File: src/rtl/riscv_mem_pkg.sv
// ---------------------------------------------------------------------------
// riscv_mem_pkg
// Shared types and constants for the RV32I unified-memory arbiter.
//   arb_state_e : arbiter FSM states
//   owner_e     : which core port owns the transaction in flight
//   BE_ALL      : full-word byte enable used for every read
//   word_align  : clears the byte offset of an address
// ---------------------------------------------------------------------------
package riscv_mem_pkg;

  typedef enum logic [1:0] {
    IDLE      = 2'd0,
    ISSUE     = 2'd1,
    WAIT_RESP = 2'd2
  } arb_state_e;

  typedef enum logic {
    OWN_IF = 1'b0,
    OWN_D  = 1'b1
  } owner_e;

  localparam logic [3:0] BE_ALL = 4'hF;

  function automatic logic [31:0] word_align(input logic [31:0] addr);
    return addr & 32'hFFFF_FFFC;
  endfunction

endpackage

File: src/rtl/riscv_mem_arbiter_if.sv
// ---------------------------------------------------------------------------
// riscv_mem_arbiter_if
// Bundles the core's instruction-fetch port, its load/store port and the
// single-port memory port that the arbiter sits between.
//   slave  : the arbiter's view (takes core requests, drives the memory)
//   master : the environment's view (core plus memory model)
// ---------------------------------------------------------------------------
interface riscv_mem_arbiter_if;

  // instruction-fetch port
  logic        if_req;
  logic [31:0] if_addr;
  logic [31:0] if_rdata;
  logic        if_done;
  logic        if_err;

  // load/store port
  logic        d_req;
  logic        d_we;
  logic [3:0]  d_be;
  logic [31:0] d_addr;
  logic [31:0] d_wdata;
  logic [31:0] d_rdata;
  logic        d_done;
  logic        d_err;

  // memory port
  logic        mem_req;
  logic        mem_we;
  logic [3:0]  mem_be;
  logic [31:0] mem_addr;
  logic [31:0] mem_wdata;
  logic        mem_ready;
  logic        mem_rvalid;
  logic [31:0] mem_rdata;

  modport slave (
    input  if_req, if_addr,
    output if_rdata, if_done, if_err,
    input  d_req, d_we, d_be, d_addr, d_wdata,
    output d_rdata, d_done, d_err,
    output mem_req, mem_we, mem_be, mem_addr, mem_wdata,
    input  mem_ready, mem_rvalid, mem_rdata
  );

  modport master (
    output if_req, if_addr,
    input  if_rdata, if_done, if_err,
    output d_req, d_we, d_be, d_addr, d_wdata,
    input  d_rdata, d_done, d_err,
    input  mem_req, mem_we, mem_be, mem_addr, mem_wdata,
    output mem_ready, mem_rvalid, mem_rdata
  );

endinterface

File: src/rtl/riscv_arb_picker.sv
// ---------------------------------------------------------------------------
// riscv_arb_picker
// Winner selection for the arbiter plus the fetch-starvation streak counter.
// Ports:
//   clk, rst        : clock, synchronous active-low reset
//   if_req, d_req   : raw requests from the two core ports
//   if_elig, d_elig : port is not completing this cycle
//   grant_en        : arbiter is idle and may start a transaction
//   grant           : a transaction starts this cycle
//   winner          : port that owns it
// ---------------------------------------------------------------------------
module riscv_arb_picker
  import riscv_mem_pkg::*;
#(
  parameter int MAX_STREAK = 4
) (
  input  logic   clk,
  input  logic   rst,
  input  logic   if_req,
  input  logic   d_req,
  input  logic   if_elig,
  input  logic   d_elig,
  input  logic   grant_en,
  output logic   grant,
  output owner_e winner
);

  localparam logic [3:0] STREAK_MAX = 4'(MAX_STREAK);

  logic [3:0] streak_q;
  logic [3:0] streak_d;

  // The winner is chosen from the raw requests; if that port is still
  // completing its previous transaction the grant waits one cycle rather
  // than falling through to the other port. This keeps a continuously
  // requesting data port ahead of fetch until the streak limit is hit.
  always_comb begin
    winner = OWN_D;
    if (if_req && (!d_req || (streak_q == STREAK_MAX))) begin
      winner = OWN_IF;
    end

    if (winner == OWN_IF) begin
      grant = grant_en && if_req && if_elig;
    end else begin
      grant = grant_en && d_req && d_elig;
    end

    streak_d = streak_q;
    if (grant) begin
      if ((winner == OWN_IF) || !if_req) begin
        streak_d = 4'd0;
      end else if (streak_q != STREAK_MAX) begin
        streak_d = streak_q + 4'd1;
      end
    end
  end

  always_ff @(posedge clk) begin
    if (!rst) begin
      streak_q <= 4'd0;
    end else begin
      streak_q <= streak_d;
    end
  end

endmodule

File: src/rtl/riscv_mem_arbiter.sv
// ---------------------------------------------------------------------------
// riscv_mem_arbiter
// Shares one single-port memory between the RV32I fetch and load/store
// ports, one transaction at a time. Data has priority; fetch is granted
// after MAX_STREAK consecutive data grants made while it waited. Reads that
// see no mem_rvalid within TIMEOUT cycles complete with an error
// (TIMEOUT = 0 waits forever). All outputs are registered.
// Ports:
//   clk  : clock, rising edge
//   rst  : synchronous active-low reset
//   bus  : fetch, load/store and memory ports (riscv_mem_arbiter_if.slave)
//   busy : FSM not in IDLE
// ---------------------------------------------------------------------------
module riscv_mem_arbiter
  import riscv_mem_pkg::*;
#(
  parameter int MAX_STREAK = 4,
  parameter int TIMEOUT    = 64
) (
  input  logic               clk,
  input  logic               rst,
  riscv_mem_arbiter_if.slave bus,
  output logic               busy
);

  localparam int            TW       = (TIMEOUT > 1) ? $clog2(TIMEOUT) : 1;
  localparam logic [TW-1:0] TMO_LAST = TW'((TIMEOUT > 0) ? TIMEOUT - 1 : 0);

  arb_state_e    state_q, state_d;
  owner_e        owner_q, owner_d;
  logic [TW-1:0] tmo_q, tmo_d;

  logic          mem_req_q,   mem_req_d;
  logic          mem_we_q,    mem_we_d;
  logic [3:0]    mem_be_q,    mem_be_d;
  logic [31:0]   mem_addr_q,  mem_addr_d;
  logic [31:0]   mem_wdata_q, mem_wdata_d;
  logic [31:0]   if_rdata_q,  if_rdata_d;
  logic          if_done_q,   if_done_d;
  logic          if_err_q,    if_err_d;
  logic [31:0]   d_rdata_q,   d_rdata_d;
  logic          d_done_q,    d_done_d;
  logic          d_err_q,     d_err_d;
  logic          busy_q,      busy_d;

  logic          grant;
  owner_e        winner;
  logic          if_misaligned;
  logic          accept;
  logic          rsp;
  logic          tmo_fire;

  riscv_arb_picker #(
    .MAX_STREAK (MAX_STREAK)
  ) u_picker (
    .clk      (clk),
    .rst      (rst),
    .if_req   (bus.if_req),
    .d_req    (bus.d_req),
    .if_elig  (!if_done_q),
    .d_elig   (!d_done_q),
    .grant_en (state_q == IDLE),
    .grant    (grant),
    .winner   (winner)
  );

  // A misaligned fetch is answered locally with an error and never
  // reaches the memory.
  assign if_misaligned = (winner == OWN_IF) && (bus.if_addr[1:0] != 2'b00);
  assign accept        = (state_q == ISSUE) && mem_req_q && bus.mem_ready;
  assign rsp           = (state_q == WAIT_RESP) && bus.mem_rvalid;
  // mem_rvalid in the firing cycle takes precedence over the timeout.
  assign tmo_fire      = (state_q == WAIT_RESP) && !bus.mem_rvalid &&
                         (TIMEOUT > 0) && (tmo_q == TMO_LAST);

  // Next-state logic
  always_comb begin
    state_d = state_q;
    case (state_q)
      IDLE: begin
        if (grant && !if_misaligned) state_d = ISSUE;
      end
      ISSUE: begin
        if (accept) state_d = mem_we_q ? IDLE : WAIT_RESP;
      end
      WAIT_RESP: begin
        if (rsp || tmo_fire) state_d = IDLE;
      end
      default: state_d = IDLE;
    endcase
  end

  // Output / datapath register inputs
  always_comb begin
    owner_d     = owner_q;
    tmo_d       = tmo_q;
    mem_req_d   = mem_req_q;
    mem_we_d    = mem_we_q;
    mem_be_d    = mem_be_q;
    mem_addr_d  = mem_addr_q;
    mem_wdata_d = mem_wdata_q;
    if_rdata_d  = if_rdata_q;
    d_rdata_d   = d_rdata_q;
    if_done_d   = 1'b0;
    if_err_d    = 1'b0;
    d_done_d    = 1'b0;
    d_err_d     = 1'b0;

    case (state_q)
      IDLE: begin
        if (grant) begin
          if (winner == OWN_IF) begin
            if (if_misaligned) begin
              if_done_d  = 1'b1;
              if_err_d   = 1'b1;
              if_rdata_d = 32'h0;
            end else begin
              owner_d     = OWN_IF;
              mem_req_d   = 1'b1;
              mem_we_d    = 1'b0;
              mem_be_d    = BE_ALL;
              mem_addr_d  = word_align(bus.if_addr);
              mem_wdata_d = 32'h0;
            end
          end else begin
            owner_d     = OWN_D;
            mem_req_d   = 1'b1;
            mem_we_d    = bus.d_we;
            mem_be_d    = bus.d_we ? bus.d_be : BE_ALL;
            mem_addr_d  = word_align(bus.d_addr);
            mem_wdata_d = bus.d_wdata;
          end
        end
      end
      ISSUE: begin
        if (accept) begin
          mem_req_d = 1'b0;
          tmo_d     = '0;
          // only the data port ever writes
          if (mem_we_q) d_done_d = 1'b1;
        end
      end
      WAIT_RESP: begin
        if (bus.mem_rvalid) begin
          if (owner_q == OWN_IF) begin
            if_rdata_d = bus.mem_rdata;
            if_done_d  = 1'b1;
          end else begin
            d_rdata_d = bus.mem_rdata;
            d_done_d  = 1'b1;
          end
        end else if (tmo_fire) begin
          if (owner_q == OWN_IF) begin
            if_rdata_d = 32'h0;
            if_done_d  = 1'b1;
            if_err_d   = 1'b1;
          end else begin
            d_rdata_d = 32'h0;
            d_done_d  = 1'b1;
            d_err_d   = 1'b1;
          end
        end else if (TIMEOUT > 0) begin
          tmo_d = tmo_q + 1'b1;
        end
      end
      default: ;
    endcase

    busy_d = (state_d != IDLE);
  end

  // State register
  always_ff @(posedge clk) begin
    if (!rst) begin
      state_q <= IDLE;
    end else begin
      state_q <= state_d;
    end
  end

  // Output and bookkeeping registers
  always_ff @(posedge clk) begin
    if (!rst) begin
      owner_q     <= OWN_IF;
      tmo_q       <= '0;
      mem_req_q   <= 1'b0;
      mem_we_q    <= 1'b0;
      mem_be_q    <= 4'h0;
      mem_addr_q  <= 32'h0;
      mem_wdata_q <= 32'h0;
      if_rdata_q  <= 32'h0;
      if_done_q   <= 1'b0;
      if_err_q    <= 1'b0;
      d_rdata_q   <= 32'h0;
      d_done_q    <= 1'b0;
      d_err_q     <= 1'b0;
      busy_q      <= 1'b0;
    end else begin
      owner_q     <= owner_d;
      tmo_q       <= tmo_d;
      mem_req_q   <= mem_req_d;
      mem_we_q    <= mem_we_d;
      mem_be_q    <= mem_be_d;
      mem_addr_q  <= mem_addr_d;
      mem_wdata_q <= mem_wdata_d;
      if_rdata_q  <= if_rdata_d;
      if_done_q   <= if_done_d;
      if_err_q    <= if_err_d;
      d_rdata_q   <= d_rdata_d;
      d_done_q    <= d_done_d;
      d_err_q     <= d_err_d;
      busy_q      <= busy_d;
    end
  end

  assign bus.mem_req   = mem_req_q;
  assign bus.mem_we    = mem_we_q;
  assign bus.mem_be    = mem_be_q;
  assign bus.mem_addr  = mem_addr_q;
  assign bus.mem_wdata = mem_wdata_q;
  assign bus.if_rdata  = if_rdata_q;
  assign bus.if_done   = if_done_q;
  assign bus.if_err    = if_err_q;
  assign bus.d_rdata   = d_rdata_q;
  assign bus.d_done    = d_done_q;
  assign bus.d_err     = d_err_q;
  assign busy          = busy_q;

endmodule
File: src/flat_wrapper.sv
// flat-port wrapper written by rule: the top's interface ports become plain ports
module riscv_mem_arbiter_flat import riscv_mem_pkg::*;
#(
  parameter int MAX_STREAK = 4,
  parameter int TIMEOUT    = 64
)
  (clk, rst, busy, bus_if_req, bus_if_addr, bus_if_rdata, bus_if_done, bus_if_err, bus_d_req, bus_d_we, bus_d_be, bus_d_addr, bus_d_wdata, bus_d_rdata, bus_d_done, bus_d_err, bus_mem_req, bus_mem_we, bus_mem_be, bus_mem_addr, bus_mem_wdata, bus_mem_ready, bus_mem_rvalid, bus_mem_rdata);
  riscv_mem_arbiter_if bus_i ();
  input  logic clk;
  input  logic rst;
  output logic busy;
  input wire logic [$bits(bus_i.if_req)-1:0] bus_if_req;
  input wire logic [$bits(bus_i.if_addr)-1:0] bus_if_addr;
  output wire logic [$bits(bus_i.if_rdata)-1:0] bus_if_rdata;
  output wire logic [$bits(bus_i.if_done)-1:0] bus_if_done;
  output wire logic [$bits(bus_i.if_err)-1:0] bus_if_err;
  input wire logic [$bits(bus_i.d_req)-1:0] bus_d_req;
  input wire logic [$bits(bus_i.d_we)-1:0] bus_d_we;
  input wire logic [$bits(bus_i.d_be)-1:0] bus_d_be;
  input wire logic [$bits(bus_i.d_addr)-1:0] bus_d_addr;
  input wire logic [$bits(bus_i.d_wdata)-1:0] bus_d_wdata;
  output wire logic [$bits(bus_i.d_rdata)-1:0] bus_d_rdata;
  output wire logic [$bits(bus_i.d_done)-1:0] bus_d_done;
  output wire logic [$bits(bus_i.d_err)-1:0] bus_d_err;
  output wire logic [$bits(bus_i.mem_req)-1:0] bus_mem_req;
  output wire logic [$bits(bus_i.mem_we)-1:0] bus_mem_we;
  output wire logic [$bits(bus_i.mem_be)-1:0] bus_mem_be;
  output wire logic [$bits(bus_i.mem_addr)-1:0] bus_mem_addr;
  output wire logic [$bits(bus_i.mem_wdata)-1:0] bus_mem_wdata;
  input wire logic [$bits(bus_i.mem_ready)-1:0] bus_mem_ready;
  input wire logic [$bits(bus_i.mem_rvalid)-1:0] bus_mem_rvalid;
  input wire logic [$bits(bus_i.mem_rdata)-1:0] bus_mem_rdata;
  assign bus_i.if_req = bus_if_req;
  assign bus_i.if_addr = bus_if_addr;
  assign bus_if_rdata = bus_i.if_rdata;
  assign bus_if_done = bus_i.if_done;
  assign bus_if_err = bus_i.if_err;
  assign bus_i.d_req = bus_d_req;
  assign bus_i.d_we = bus_d_we;
  assign bus_i.d_be = bus_d_be;
  assign bus_i.d_addr = bus_d_addr;
  assign bus_i.d_wdata = bus_d_wdata;
  assign bus_d_rdata = bus_i.d_rdata;
  assign bus_d_done = bus_i.d_done;
  assign bus_d_err = bus_i.d_err;
  assign bus_mem_req = bus_i.mem_req;
  assign bus_mem_we = bus_i.mem_we;
  assign bus_mem_be = bus_i.mem_be;
  assign bus_mem_addr = bus_i.mem_addr;
  assign bus_mem_wdata = bus_i.mem_wdata;
  assign bus_i.mem_ready = bus_mem_ready;
  assign bus_i.mem_rvalid = bus_mem_rvalid;
  assign bus_i.mem_rdata = bus_mem_rdata;
  riscv_mem_arbiter #(.MAX_STREAK(MAX_STREAK), .TIMEOUT(TIMEOUT)) u_core (.clk(clk), .rst(rst), .bus(bus_i), .busy(busy));
endmodule
File: config.mk
export PLATFORM = sky130hd
export DESIGN_NAME = riscv_mem_arbiter_flat
export DESIGN_NICKNAME = d
export VERILOG_FILES = /design/src/rtl/riscv_mem_pkg.sv /design/src/rtl/riscv_mem_arbiter_if.sv /design/src/rtl/riscv_arb_picker.sv /design/src/rtl/riscv_mem_arbiter.sv /design/src/flat_wrapper.sv
export SDC_FILE = /design/constraint.sdc
export NUM_CORES = 1
export LEC_CHECK = 0
export ABC_CLOCK_PERIOD_IN_PS = 2800
export CAP_MARGIN = 40
export CORE_MARGIN = 1.5
export CORE_UTILIZATION = 41
export DETAILED_ROUTE_END_ITERATION = 7
export PLACE_DENSITY_LB_ADDON = 0.05
export SETUP_SLACK_MARGIN = 0.05
export SYNTH_ARGS = -nofsm -noshare
export SYNTH_HDL_FRONTEND = slang
export SYNTH_SLANG_ARGS = --single-unit
File: constraint.sdc
create_clock -name clk -period 2.8 [get_ports clk]
set_clock_uncertainty 0.15 [all_clocks]
set_input_delay 0.56 -clock clk [delete_from_list [all_inputs] [get_ports clk]]
set_output_delay 0.56 -clock clk [all_outputs]
set_load 0.02 [all_outputs]
* Word level (Yosys, flattened, before mapping) *
Cells that the tools add are included.
W data, S select, Z words.

cells by class
  add/sub/neg operators = 2
  magnitude comparators = 0
  eq/ne operators = 15
  multiplexer cells = 54
  shift-type cells = 0
  divide/modulo/power cells = 0
  $mul = 0
  reduce and logical (&&, ||, !) cells = 36
  bitwise gates (word level) = 2

operators with widths
  kind                   count
  $mux W32               15
  $pmux W32 S2           1
  $mux W1                20
  $mux W4                5
  $mux W6                3
  $reduce_bool A2 Y1     7
  $logic_and A1 B1 Y1    12
  $pmux W6 S2            1
  $mux W2                4
  $ne A2 B1 Y1 const B   4
  $ne A2 B2 Y1 const B   4
  $pmux W1 S2            4
  $reduce_and A4 Y1      2
  $add A6 B1 Y6 const B  1
  $eq A6 B6 Y1 const B   1
  $logic_not A1 Y1       6
  $pmux W2 S3            1
  $reduce_and A3 Y1      2
  $reduce_and A6 Y1      1
  $add A4 B1 Y4 const B  1
  $eq A4 B3 Y1 const B   1
  $ne A4 B3 Y1 const B   1
  $logic_or A1 B1 Y1     3
  $ne A3 B2 Y1 const B   1
  other kinds (7)        8

word-level totals
  logic and storage cells = 125
  flip-flop bits (word level) = 152
  latch bits = 0
  memories = 0
  bits in read-only memories = 0
  output and inout bits = 139
  memory bits (writable) = 0
  input port bits = 139

* Depth between registers and ports, before layout *
Gate-level depths: netlist of run 1.

  word-level depth = 9
  mapped depth = 11
  depth with buffers taken out = 7

* Cells and area by module *
Synthesis of run 1 repeated with hierarchy kept, for this count alone.

second synthesis, totals
  cell total of the unflattened synthesis = 722
  area, all modules = 6392.4 sq um

modules (own cells, without submodules)
  module             times used  area an instance (sq um)  cells each  sequential area each (sq um)
  riscv_mem_arbiter  1           6099.6                    690         2922.8
  riscv_arb_picker   1           292.8                     32          80.1

* Worst setup path after synthesis of run 1 *
Ideal clock, no wire load.

  path kind = reg2reg
  start = register u_core.state_q[1]
  end = register u_core.mem_wdata_q[10], in the netlist u_core.bus.mem_wdata[10]
  clock period less this slack = 2.244 ns
  stages on the path, launching flop included = 11
  setup slack = 0.556 ns
  setup time = 0.117 ns
  required time = 2.533 ns
  data arrival time = 1.978 ns
  cell sequence = dfxtp_1 -> inv_1 -> ha_1 -> buf_2 -> inv_1 -> a2111oi_4 -> a21oi_2 -> and2_4 -> buf_6 -> buf_6 -> a22o_1

on the way
  cells in the longest elaborated chain, start to end = 5
  elaborated cells between the ends (all ways) = 7

RTL lines
  item                                                  RTL line                                           text
  from (decl)                                           riscv_mem_arbiter.sv:29                            arb_state_e state_q, state_d;
  from (signal assigned)                                riscv_mem_arbiter.sv:177                           state_q <= state_d;
  $logic_not A2 Y1 (*)                                  riscv_mem_arbiter.sv:62, riscv_mem_arbiter.sv:109
  $logic_and A1 B1 Y1 (on tied branches) (2 in series)  riscv_arb_picker.sv:46, riscv_arb_picker.sv:44
  $mux W1                                               riscv_arb_picker.sv:43                             if (winner == OWN_IF) begin
  $reduce_and A3 Y1 (no line) (*)                       n/a
  to (signal assigned)                                  riscv_mem_arbiter.sv:205                           mem_wdata_q <= mem_wdata_d;
  to (decl)                                             riscv_mem_arbiter.sv:37                            logic [31:0] mem_wdata_q, mem_wdata_d;

Mark *: on every way between the ends. The rest lies on a longest branch, timed or not.
A chain may end at the register's enable or synchronous reset.

* Worst setup path after layout of run 1 *
  start = register u_core.u_picker.streak_q[0]
  end = register u_core.mem_req_q, in the netlist u_core.bus.mem_req

on the way
  cells in the longest elaborated chain, start to end = 6
  elaborated cells between the ends (all ways) = 11

RTL lines
  item                                                        RTL line                  text
  from (decl)                                                 riscv_arb_picker.sv:30    logic [3:0] streak_q;
  from (signal assigned)                                      riscv_arb_picker.sv:63    streak_q <= streak_d;
  $eq A4 B3 Y1 (*)                                            riscv_arb_picker.sv:39    if (if_req && (!d_req || (streak_q == STREAK_MAX))) begin
  $logic_or A1 B1 Y1 (*)                                      riscv_arb_picker.sv:39
  $logic_and A1 B1 Y1 (*)                                     riscv_arb_picker.sv:39
  $mux W1, or another cell as far along                       riscv_arb_picker.sv:43
  $ne A2 B1 Y1 (no line), or another cell as far along        n/a
  $reduce_and A4 Y1 (no line) or $pmux W1 S2 (tied branches)  n/a
  to (signal assigned)                                        riscv_mem_arbiter.sv:201  mem_req_q <= mem_req_d;
  to (decl)                                                   riscv_mem_arbiter.sv:33   logic mem_req_q, mem_req_d;

Mark *: on every way between the ends. The rest lies on a longest branch, timed or not. The select of a mux whose other input is x is not followed.

==> run summary, run 1 <==
Vias per cell: 5.159
Share of cells above drive strength 1: 7.151%
Tot Pwr: 0.005759 W
Fmax: 0.4360 GHz
Most frequent cell after synthesis: dfxtp_1
HPWL Detailed: 11.94 mm
Hold WC Path Type: reg -> reg
Critical Path Source Type: flop
Hold path endpoint: u_core.bus.if_rdata[27]
Reg2Reg Setup Slack: 0.51 ns
Seq/Total Area, Yosys: 49.97%
Post-synth top cells: dfxtp_1, nand2_1, mux2i_1
Initial antenna violation count: 0
Status: completed
Via Count: 5,494
CP required: 2.98 ns
Placer Congestion: 0.7863
RSZ-0062 raised after global routing: false
Clock period minus worst slack: 2.294 ns
DRT iter0 DRCs: 236
Period utilisation layout: 81.92%
Met1 WL: 6.690 mm
Yosys warns: 0
Class of the most critical setup path: reg -> reg
Final instance area: 9585 um2
Worst VDD drop: 0.0004214 V
Worst EP arrival: 2.47 ns
DR pass1 iterations: 4
Flops & latches, synth: 150
Endpoints failing setup: 0
# port buffers: 273
WL final: 16.88 mm
Mean Syn Cell Area: 9.787 um2
First-pass GRT wire length: 25.45 mm
Fin. max-slew vios: 0
CP Capture Type: flop
Clock Latency Late Sink: 0.42 ns
Syn-to-layout area delta: 59.50%
Clock Pin Slew Worst Setup and Hold Paths: 0.06 ns
CTS tree: done
Max FO, Critical Path: 40
Synth cell types: 51
Setup_tns: 0 ns
Routed WL per cell: 15.85 um
Vias in the first global route: 5,227
RR Startpoint: u_core.u_picker.streak_q[0]
Synth area leaders: dfxtp_1, mux2i_1, nand2_1
Utilization after layout: 66.46%
Congestion Overflow GR: 0
ANT cells: 0
Async set-reset flop share out of synthesis: 0%
Die area: 15,390 um2
GR Util All Layers: 21.41%
Worst Reg-to-Reg Cells: 8
Filler cell count: 1,151
Cts hold-fix bufs: 0
Largest net degree at the start of global routing: 96
Post-synth EDFFs: 0
Die width: 124.1 um
Max_slew headroom: 57.08%
Clock root cell: clkbuf_16
Site Rows: 44
Post-DP Area: 8926 um2
Pre-CTS setup slack: 0.1590 ns
Routed Antenna Nets: 0
I/O pin cnt: 278
Setup bufs post-CTS: 0
Routed met3 length: 1.624 mm
Num CTS Buffers: 17
Post-synth top area share: 49.97%
Initial Utilization: 41.66%
Pwr Density: 600.8 nW/um2
Die H: 124.1 um
DR top layer: met4
Hold wc startpoint: u_core.bus.if_rdata[27]
Netlist Area Pre-Place: 6010 um2
Worst-margin pin slew: 0.6371 ns
Core Region: 14,420 um2
MaxCap Viol Count: 0
Worst hold stages: 2
DRC viols: 0
Cell count after synthesis: 614
Max Buffers Root-to-Sink: 2
Dominant synthesized flop cell: dfxtp_1
Worst Slack Setup Final: 0.5063 ns
CTS-repair resized insts: 0
RR Endpoint: u_core.bus.mem_req
Synth area leader: dfxtp_1
Nets@finish: 1,014
P_leak: 3.742 nW
CTS sink cnt: 150
H-tree depth: 4
Met2 WL: 8.205 mm
Final hold vios: 0
-- worst max-delay path, cell delays in order, from the launching register on --
cell       delay, ns
dfxtp_1         0.33
inv_1           0.10
ha_1            0.20
nand3b_4        0.12
a2111oi_4       0.55
a21o_2          0.25
buf_12          0.20
nor2_1          0.06
a311oi_1        0.23
-- cells in the final DEF, fill, tap and decap left out, types with 8 or more instances in the layout --
cell / count
clkdlybuf4s50_1: 272
dfxtp_1: 150
nand2_1: 106
mux2i_1: 62
nand3_1: 38
o211a_1: 31
o22ai_1: 27
a22o_1: 26
clkbuf_16: 17
o21ai_0: 15
nor2_1: 10
nor2b_1: 9
buf_4: 9
inv_1: 8
-- registers in the layout, indices dropped and copies added, names as in the netlist --
signal and flops:
u_core.bus.mem_be 4, u_core.bus.if_done 1, u_core.owner_q 1, u_core.bus.if_err 1, u_core.bus.if_rdata 32, u_core.bus.mem_addr 30, u_core.bus.mem_we 1, u_core.bus.mem_wdata 32
u_core.busy 1, u_core.bus.mem_req 1, u_core.bus.d_rdata 32, u_core.bus.d_err 1, u_core.state_q 2, u_core.u_picker.streak_q 4, u_core.tmo_q 6, u_core.bus.d_done 1
-- cell type report --
cell class	instances	area, um2	share of cell area (%)
clock buffer	18	439.2	4.582
clock inverter	14	220.2	2.297
inverter	8	30.03	0.3133
multi-input combinational	404	2753	28.72
sequential	150	3003	31.33
tap	184	230.2	2.402
timing repair buffer	287	2910	30.36
-- worst max-delay path by stage --
| stage | cells after the start | start | endpoint | slack, ns |
|---|---|---|---|---|
| after floorplan | 10 | u_core.state_q[1] | u_core.bus.mem_wdata[10] | 0.56 |
| after global placement | 5 | bus_mem_rvalid | u_core.bus.if_rdata[23] | 0.26 |
| after detailed placement | 6 | bus_d_req | u_core.bus.mem_req | 0.16 |
| after CTS | 8 | u_core.u_picker.streak_q[0] | u_core.bus.mem_req | 0.46 |
| after global routing | 8 | u_core.u_picker.streak_q[0] | u_core.bus.mem_req | 0.31 |
| final | 8 | u_core.u_picker.streak_q[0] | u_core.bus.mem_req | 0.51 |
-- power breakdown --
group | total (W) | switching (W) | internal [W] | leakage (nW)
Combinational | 0.000915 | 0.000424 | 0.000490 | 2.21
Clock | 0.00255 | 0.000933 | 0.00161 | 0.310
Sequential | 0.00230 | 0.0000602 | 0.00224 | 1.22
-- cell families after synthesis --
family,after synthesis,share of synthesized area [%]
adders and majority gates,7,1.457
AOI/OAI and AO/OA,139,18.61
other,1,0.06240
and+or+nand+nor,190,14.30
buffers and inverters,61,4.684
xor gates and xnor gates,4,0.5831
muxes,62,10.33
DFF,150,49.97
-- per-layer routing --
layer / GRT usage [%] / up-vias
li1: - / 2708
met1: 23.27 / 2582
met2: 36.47 / 182
met3: 9.432 / 22
met4: 8.594 / 0
met5: 0 / -
-- through the flow --
step	cells	hold slack, ns
floorplan	615	0.3210
global placement	1033	0.2928
detailed placement	1033	0.2970
CTS	1065	0.3093
global route	1065	0.3238
finish	1065	0.3062
Power figures use the tool's default switching activity.
==> run 2: changes to the inputs <==
--- a/config.mk
+++ b/config.mk
@@ -5,7 +5,7 @@
 export SDC_FILE = /design/constraint.sdc
 export NUM_CORES = 1
 export LEC_CHECK = 0
-export ABC_CLOCK_PERIOD_IN_PS = 2800
+export ABC_CLOCK_PERIOD_IN_PS = 2300
 export CAP_MARGIN = 40
 export CORE_MARGIN = 1.5
 export CORE_UTILIZATION = 41
==> constraint.sdc (replaced) <==
create_clock -name clk -period 2.3 [get_ports clk]
set_clock_uncertainty 0.15 [all_clocks]
set_input_delay 0.46 -clock clk [delete_from_list [all_inputs] [get_ports clk]]
set_output_delay 0.46 -clock clk [all_outputs]
set_load 0.02 [all_outputs]
==> run summary, run 2 (synthesis results as in run 1) <==
Status: completed (unchanged)
DRC viols: 0 (unchanged)
H-tree depth: 4 (unchanged)
M1 GR Usage: 23.90% (was 23.27%)
Worst Slack Setup Final: 0.1299 ns (was 0.5063 ns)
MaxCap Viol Count: 0 (unchanged)
Worst Reg-to-Reg Cells: 8 (unchanged)
P_leak: 3.764 nW (was 3.742 nW)
Clock Pin Slew Worst Setup and Hold Paths: 0.06 ns (about the same)
Routed Antenna Nets: 0 (unchanged)
Critical Path Source Type: flop (unchanged)
Filler cell count: 1,172 (was 1,151)
Clock period minus worst slack: 2.170 ns
Most frequent cells in the layout: clkdlybuf4s50_1, dfxtp_1, nand2_1, mux2i_1, nand3_1 (unchanged)
Via Count: 5,601 (was 5,494)
CP Depth: 1 (was 8)
Worst VDD drop: 0.0005246 V (was 0.0004214 V)
Pwr Density: 697.2 nW/um2 (was 600.8 nW/um2)
I/O pin cnt: 278 (unchanged)
Post-DP Area: 9011 um2 (was 8926 um2)
RR Endpoint: u_core.bus.mem_wdata[5] (was u_core.bus.mem_req)
Fmax: 0.4608 GHz
Leading cell type in the layout, fill and taps excluded: clkdlybuf4s50_1 (unchanged)
Pre-CTS setup slack: -0.1327 ns (was 0.1590 ns)
DRT iter0 DRCs: 374 (was 236)
Fin. max-slew vios: 0 (unchanged)
First-pass GRT wire length: 26.52 mm (was 25.45 mm)
Clock root cell: clkbuf_16 (unchanged)
WL final: 17.48 mm (was 16.88 mm)
Core Region: 14,420 um2 (unchanged)
Inst Count DP: 1,041 (was 1,033)
DR pass1 iterations: 5 (was 4)
Met2 usage: 38.53% (was 36.47%)
Hold wc startpoint: rst (was u_core.bus.if_rdata[27])
Placer Congestion: 0.8132 (was 0.7863)
Worst EP arrival: 1.56 ns (was 2.47 ns)
Max Buffers Root-to-Sink: 2 (unchanged)
Nets@finish: 1,022 (was 1,014)
Max FO, Critical Path: 7 (was 40)
Die H: 124.1 um (unchanged)
Hold path endpoint: u_core.bus.if_err (was u_core.bus.if_rdata[27])
Vias per cell: 5.220 (was 5.159)
Final hold vios: 0 (unchanged)
Endpoints failing setup: 0 (unchanged)
Period utilisation layout: 94.35%
Critical Path, Cell by Cell: clkdlybuf4s50_1 (was inv_1, ha_1, nand3b_4, a2111oi_4, a21o_2, buf_12, nor2_1, a311oi_1)
RR Startpoint: u_core.u_picker.streak_q[0] (unchanged)
Reg2Reg Setup Slack: 0.14 ns (was 0.51 ns)
Met3 Resource Use GR: 9.112% (was 9.432%)
Non-filler cells, final: 1,073 (was 1,065)
Class of the most critical setup path: reg -> out (was reg -> reg)
Largest delay share family, worst path: buffers and inverters (was compound AO/OA/AOI/OAI gates)
Register area: 3003 um2 (unchanged)
Die width: 124.1 um (unchanged)
Vias in the first global route: 5,468 (was 5,227)
Share of cells above drive strength 1: 8.099% (was 7.151%)
CTS tree: done (unchanged)
Initial Utilization: 41.66% (unchanged)
Footprint of the multi-input gates: 2768 um2 (was 2753 um2)
Clock Latency Late Sink: 0.42 ns (about the same)
Worst hold stages: 2 (unchanged)
Congestion Overflow GR: 0 (unchanged)
CP required: 1.69 ns (was 2.98 ns)
GR peak layer: met2 (unchanged)
CP Capture Type: output port (was flop)
Cts hold-fix bufs: 0 (unchanged)
# port buffers: 273 (unchanged)
Final instance area: 9619 um2 (was 9585 um2)
ANT cells: 0 (unchanged)
Initial antenna violation count: 0 (unchanged)
Slowest library cell on the worst path: clkdlybuf4s50_1 (was a2111oi_4)
RSZ-0062 raised after global routing: true (was false)
Hold slack final: 0.2235 ns (was 0.3062 ns)
GR Util All Layers: 22.15% (was 21.41%)
Site Rows: 44 (unchanged)
Routed WL per cell: 16.29 um (was 15.85 um)
Syn-to-layout area delta: 60.07% (was 59.50%)
HPWL Detailed: 12.29 mm (was 11.94 mm)
Crit-path max cell delay: 0.67 ns (was 0.55 ns)
Largest net degree at the start of global routing: 75 (was 96)
Hold WC Path Type: in -> reg (was reg -> reg)
Buf+Inv Stages, Crit Path: 1 (was 2)
CTS sink cnt: 150 (unchanged)
Die area: 15,390 um2 (unchanged)
Num CTS Buffers: 17 (unchanged)
run 2: area by class of cell:
class	instances	area share, %
sequential	150	31.22
multi-input combinational	404	28.77
clock buffer	21	4.891
clock inverter	11	1.275
timing repair buffer	295	31.14
inverter	8	0.3122
tap	184	2.393
run 2: worst max-delay path by stage:
stage	start	slack (ns)	to
2_1_floorplan	u_core.state_q[1]	0.06	u_core.bus.mem_wdata[10]
3_3_place_gp	bus_mem_rvalid	-0.07	u_core.bus.if_rdata[15]
3_5_place_dp	bus_mem_rvalid	-0.13	u_core.bus.if_rdata[20]
4_1_cts	u_core.tmo_q[0]	0.09	u_core.bus.if_rdata[12]
5_1_grt	u_core.u_picker.streak_q[0]	0.04	u_core.bus.mem_addr[28]
6_report	u_core.bus.mem_req	0.13	bus_mem_req
run 2: timing repair:
item                       in CTS  in global routing
setup endpoints to repair       0                 57
gates resized for setup         0                  4
setup buffers                   0                  0
run 2: through the flow:
stage | total power, W | utilization, % | TNS (ns)
3_3_place_gp | 0.003970 | 62.47 | -1.606
2_1_floorplan | 0.003392 | - | 0
3_5_place_dp | 0.003996 | 62.47 | -3.607
4_1_cts | 0.006771 | 66.59 | 0
6_report | 0.006707 | 66.69 | 0
5_1_grt | 0.006971 | 66.69 | 0
run 2: metal layers:
metal | vias to the layer above | wire length, um
li1 | 2720 | -
met1 | 2649 | 6973
met2 | 211 | 8594
met3 | 21 | 1603
met4 | 0 | 308
met5 | - | 0
run 2: where the power goes:
group          total, W  internal [W]  switching [W]
Combinational   0.00115      0.000618       0.000530
Sequential      0.00280       0.00272      0.0000760
Clock           0.00276       0.00168        0.00108
Total           0.00671       0.00502        0.00168
